===== config.mk =====
export PLATFORM = sky130hd
export DESIGN_NAME = instr_fetch_ctrl
export DESIGN_NICKNAME = d
export VERILOG_FILES = /design/src/rtl/instr_fetch_ctrl.sv
export SDC_FILE = /design/constraint.sdc
export NUM_CORES = 1
export LEC_CHECK = 0
export BUFFER_PORTS_ARGS = -buffer_cell sky130_fd_sc_hd__buf_2
export CAP_MARGIN = 20
export CORE_MARGIN = 2
export CORE_UTILIZATION = 50
export CTS_CLUSTER_SIZE = 16
export DETAILED_ROUTE_END_ITERATION = 8
export PLACE_DENSITY = 0.71
export SYNTH_ARGS = -nofsm -noshare
export SYNTH_HDL_FRONTEND = slang
export SYNTH_SLANG_ARGS = --single-unit
export TNS_END_PERCENT = 100

===== constraint.sdc =====
create_clock -name clk -period 3.9 [get_ports clk]
set_input_delay 0.78 -clock clk [delete_from_list [all_inputs] [get_ports clk]]
set_output_delay 0.78 -clock clk [all_outputs]
set_load 0.05 [all_outputs]

===== src/rtl/instr_fetch_ctrl.sv =====
// Instruction fetch sequencer: owns the PC, prefetches into a small FWFT FIFO, hands words to decode.
// Optional build macro FETCH_BOUND_CHECK_EN: out-of-range fetches push one NOP fault entry, then halt.
module instr_fetch_ctrl #(
  parameter int                    DATA_WIDTH = 32,
  parameter int                    ADDR_WIDTH = 32,
  parameter int                    MEM_SIZE   = 512,
  parameter int                    FIFO_DEPTH = 4,
  parameter logic [ADDR_WIDTH-1:0] RESET_PC   = '0
) (
  input  logic                              clk,
  input  logic                              reset,
  output logic [ADDR_WIDTH-1:0]             imem_addr,
  input  logic [DATA_WIDTH-1:0]             imem_instr,
  input  logic                              redirect_valid,
  input  logic [ADDR_WIDTH-1:0]             redirect_pc,
  output logic                              out_valid,
  input  logic                              out_ready,
  output logic [DATA_WIDTH-1:0]             out_instr,
  output logic [ADDR_WIDTH-1:0]             out_pc,
  output logic                              out_fault,
  output logic                              misalign_err,
  output logic [$clog2(FIFO_DEPTH):0]       fifo_count
);

  localparam int PTR_W = $clog2(FIFO_DEPTH);
  localparam int CNT_W = PTR_W + 1;
  localparam logic [DATA_WIDTH-1:0] NOP_INSTR = DATA_WIDTH'(32'h0000_0013);

  if (FIFO_DEPTH < 2 || (FIFO_DEPTH & (FIFO_DEPTH - 1)) != 0 || MEM_SIZE < 1) begin : g_bad_params
    $error("instr_fetch_ctrl: FIFO_DEPTH must be a power of two >= 2 and MEM_SIZE >= 1");
  end

  logic [ADDR_WIDTH-1:0] fetch_pc;
  logic [PTR_W-1:0]      rd_ptr;
  logic [PTR_W-1:0]      wr_ptr;
  logic [CNT_W-1:0]      count;
  logic                  halted;
  logic                  fault_entry;
  logic                  push;
  logic                  pop;

  logic [ADDR_WIDTH-1:0] pc_mem    [FIFO_DEPTH];
  logic [DATA_WIDTH-1:0] instr_mem [FIFO_DEPTH];

  assign imem_addr  = fetch_pc;
  assign fifo_count = count;
  assign out_valid  = (count != '0);
  assign pop        = out_valid & out_ready;
  // A full FIFO still accepts a word when the head leaves in the same cycle.
  assign push       = !redirect_valid && !halted && ((count < CNT_W'(FIFO_DEPTH)) || pop);

  assign out_pc    = out_valid ? pc_mem[rd_ptr]    : '0;
  assign out_instr = out_valid ? instr_mem[rd_ptr] : '0;

`ifdef FETCH_BOUND_CHECK_EN
  logic fault_mem [FIFO_DEPTH];
  logic halted_q;

  assign halted      = halted_q;
  assign fault_entry = (fetch_pc >> 2) >= ADDR_WIDTH'(MEM_SIZE);
  assign out_fault   = out_valid & fault_mem[rd_ptr];

  always_ff @(posedge clk) begin
    if (reset) begin
      halted_q <= 1'b0;
    end else if (redirect_valid) begin
      halted_q <= 1'b0;
    end else if (push && fault_entry) begin
      halted_q <= 1'b1;
    end
  end

  always_ff @(posedge clk) begin
    if (push) begin
      fault_mem[wr_ptr] <= fault_entry;
    end
  end
`else
  assign halted      = 1'b0;
  assign fault_entry = 1'b0;
  assign out_fault   = 1'b0;
`endif

  // NOTE: FIFO storage has no reset; every read is qualified by out_valid, so stale slots are never seen.
  always_ff @(posedge clk) begin
    if (push) begin
      pc_mem[wr_ptr]    <= fetch_pc;
      instr_mem[wr_ptr] <= fault_entry ? NOP_INSTR : imem_instr;
    end
  end

  always_ff @(posedge clk) begin
    if (reset) begin
      fetch_pc     <= RESET_PC;
      rd_ptr       <= '0;
      wr_ptr       <= '0;
      count        <= '0;
      misalign_err <= 1'b0;
    end else if (redirect_valid) begin
      // Redirect wins over any handshake this cycle: flush and restart at the aligned target.
      fetch_pc <= {redirect_pc[ADDR_WIDTH-1:2], 2'b00};
      rd_ptr   <= '0;
      wr_ptr   <= '0;
      count    <= '0;
      if (redirect_pc[1:0] != 2'b00) begin
        misalign_err <= 1'b1;
      end
    end else begin
      if (push) begin
        wr_ptr <= wr_ptr + PTR_W'(1);
        if (!fault_entry) begin
          fetch_pc <= fetch_pc + ADDR_WIDTH'(4);
        end
      end
      if (pop) begin
        rd_ptr <= rd_ptr + PTR_W'(1);
      end
      case ({push, pop})
        2'b10:   count <= count + CNT_W'(1);
        2'b01:   count <= count - CNT_W'(1);
        default: count <= count;
      endcase
    end
  end

endmodule


==> flow_summary.yaml <==
detailed_routing:
  ant_nets: 0
  drc: 0
  first_iter_violations: 463
  wl_per_cell_um: 20.9
  dr.pass1.iters: 4
  viasPerCell: 5.62
  num_vias: 6336
  totalWireLength_mm: 23.5
timing:
  rsz0062_at_grt: "false"
  fin_crit_sh: 0.846
  final-max-slew-violation-count: 0
  max_freq_mhz: 303
  min_period_ns: 3.30
  worst-slew-pin-transition_ns: 1.02
  setup_violations: 0
  slew_headroom: 0.319
  timing.hold.ws_ns: 0.450
  tns_ns: 0
  hold_violations: 0
  fin_skew_ns: 0.0238
  setup_ws_ns: 0.600
worst_setup_path:
  crit_chain: "buf_4, mux4_2, and2_1, buf_2"
  worst_setup_path_end_kind: "output pin"
  cp_data_arrival_time_ns: 2.52
  r2r_start: "imem_addr[3]$_SDFFE_PP0P_"
  cp-start-kind: "register"
  worstPathMaxFanout: 21
  slowest_delay_ns: 0.63
  r2r_cells: 6
  slowest_stage: "dfxtp_4"
  r2r-end: "imem_addr[30]$_SDFFE_PP0P_"
  reg2reg_slack_ns: 1.44
  criticalPathCategory: "register to output pin"
  required_ns: 3.12
logic_synthesis:
  synth_top_area_share: 0.647
  yosys.area.top_type: "edfxtp_1"
  synth_flop_cell: "edfxtp_1"
  seq_area_frac_synth: 0.716
  synth_cell_types: 39
  syn-instance-count: 660
  synth_area_um2: 11500
  avgSynthCellArea_um2: 17.4
  async_flop_share: 0
  yosys_warnings: 0
  yosys-top-cells-area: "edfxtp_1 65%, mux4_2 12%, dfxtp_1 7.0%"
  ys_seq_elements: 288
  synth_edf_count: 248
placement:
  dp_hpwl_mm: 14.1
  gp_congestion: 0.848
  io_buffers: 164
  dp_cells: 1075
  place_ws_ns: 0.930
min_path:
  hold_depth: 1
  whs_endpoint: "instr_mem[2][28]$_DFFE_PP_"
  hp-class: "input pin to register"
  min_from: "imem_instr[28]"
floorplanning:
  die_width_um: 156
  dieHeight_um: 156
  io_pins: 170
  die_area_um2: 24300
  initial_utilization: 0.509
  num_rows: 55
  coreArea_um2: 22600
global_route:
  grt_max_degree: 65
  grt.overflow.total: 0
  track_usage: 0.195
  antenna_found_initial: 0
  grt_pass1_vias: 6528
  grt_pass1_wl_mm: 36.5
cts:
  clkLatencyLatePin_ns: 0.54
  cts_resized: 0
  cts_tree: "yes"
  htreeDepth: 1
  postCtsHoldBufs: 0
  path_clk_slew_ns: 0.06
  clk_path_buf_depth: 3
  cts-root-buf: "clkbuf_16"
  cts_setup_buffers: 0
  clock_sinks: 288
  cts_buffers: 30
pwr:
  swShare: 0.234
  cellPowerDensity_nw_per_um2: 506
  p_leak_uw: 0.00479
  p_sw_uw: 1600
  peakVddDrop_uv: 351
  pwr-share-clk: 0.392
  p_comb_frac: 0.090
  intPower_uw: 5250
  pwr-share-seq: 0.518
flow_run:
  cap_violations: 0
final_layout:
  drive_above_1_share: 0.337
  synthToLayoutAreaGrowth_pct: 17.6
  diodes: 0
  final_nets: 898
  final_cells: 1128
status:
  run_status: "finished clean"
worst max-delay path by stage:
stage / start / to / slack, ns / depth (start not counted)
after floorplan: out_ready / instr_mem[0][0]$_DFFE_PP_ / 0.72 / 3
final: register / out_instr[20] / 0.60 / 4
after global placement: fifo_count[2]$_SDFFE_PP0P_ / fifo_count[2]$_SDFFE_PP0P_ / 1.03 / 8
after global routing: register / out_instr[20] / 0.44 / 4
after detailed placement: fifo_count[2]$_SDFFE_PP0P_ / fifo_count[2]$_SDFFE_PP0P_ / 0.93 / 8
after CTS: register / out_instr[20] / 0.52 / 4
synthesized netlist by cell type (3+ instances only):
cell type  number
xor2_1         11
a21oi_1        12
and2_1         64
inv_1          11
nand2_1        21
a211oi_1       18
o21ai_0         3
and3_1          9
buf_2           7
nor2_1         34
edfxtp_1      248
clkbuf_1       29
and4_1          3
nand4_1         9
xnor2_1        21
ha_1            6
buf_4           5
dfxtp_1        40
nand3_1        12
nor4_1          6
nor3_1          4
or3_1           3
mux4_2         62
critical path, delay by kind of cell, from the launching register on:
| kind | cells | cell delay [ns] |
|---|---|---|
| buffers and inverters | 2 | 0.59 |
| flip-flops | 1 | 0.63 |
| multiplexers | 1 | 0.55 |
| AND/OR/NAND/NOR | 1 | 0.18 |
cell type report:
| class | count | area [µm²] |
|---|---|---|
| Multi-Input combinational cell | 324 | 3080 |
| Tap cell | 285 | 357 |
| Inverter | 11 | 41.3 |
| Sequential cell | 288 | 8260 |
| Fill cell | 1713 | 9100 |
| Clock inverter | 11 | 108 |
| Timing Repair Buffer | 168 | 876 |
| Clock buffer | 41 | 823 |
registers in the layout (all words and copies together), names as in the netlist, named ones only:
signal / flops
imem_addr: 30
fifo_count: 3
misalign_err: 1
pc_mem: 120
wr_ptr: 2
rd_ptr: 2
instr_mem: 128
cell usage in the layout, fill, tap and decap left out, types with 3 or more instances in the layout:
| cell | n |
|---|---|
| nor4_1 | 6 |
| ha_1 | 6 |
| nand3_1 | 12 |
| and3_1 | 5 |
| buf_2 | 164 |
| a21oi_1 | 12 |
| o21ai_0 | 3 |
| edfxtp_1 | 248 |
| and4_1 | 3 |
| nor3_1 | 4 |
| nor2_1 | 34 |
| a211oi_1 | 18 |
| nand4_1 | 9 |
| xor2_1 | 11 |
| inv_1 | 11 |
| clkinv_1 | 3 |
| and3_4 | 4 |
| mux4_2 | 62 |
| clkinv_2 | 4 |
| clkbuf_1 | 9 |
| and2_1 | 64 |
| clkbuf_16 | 31 |
| nand2_1 | 21 |
| dfxtp_1 | 38 |
| xnor2_1 | 21 |
| conb_1 | 5 |
cells by family after synthesis:
| family | share of synthesized area |
|---|---|
| XOR/XNOR | 0.0243 |
| other | 0.000326 |
| adder cells (fa/ha/maj) | 0.00826 |
| AND/OR/NAND/NOR | 0.0855 |
| buffers and inverters | 0.0193 |
| AO/OA/AOI/OAI | 0.0229 |
| flip-flops | 0.716 |
| multiplexers | 0.123 |
metrics by stage:
step                      utilization  total power [µW]  area [µm²]
final                           0.598              6850       13500
after global routing            0.598              7070       13500
after CTS                       0.597              6900       13500
after detailed placement        0.556              4230       12600
after global placement          0.556              4210       12600
after floorplan                     -              4030       11500
power by group through the flow:
stage | registers [µW] | logic, µW | clock network (µW)
2_1_floorplan | 3660 | 372 | 0
3_3_place_gp | 3600 | 611 | 0
3_5_place_dp | 3610 | 620 | 0
4_1_cts | 3550 | 623 | 2730
5_1_grt | 3560 | 656 | 2860
6_report | 3550 | 618 | 2690
per-layer routing:
metal  vias to the layer above  GRT usage  wire length (µm)
met5                         -          0                 0
met4                         0     0.0428               459
met3                        35     0.0350              1600
met2                       240      0.324             11300
met1                      3182      0.275             10200
li1                       2879          -                 -
No activity file was read; power rests on OpenSTA's default activity.
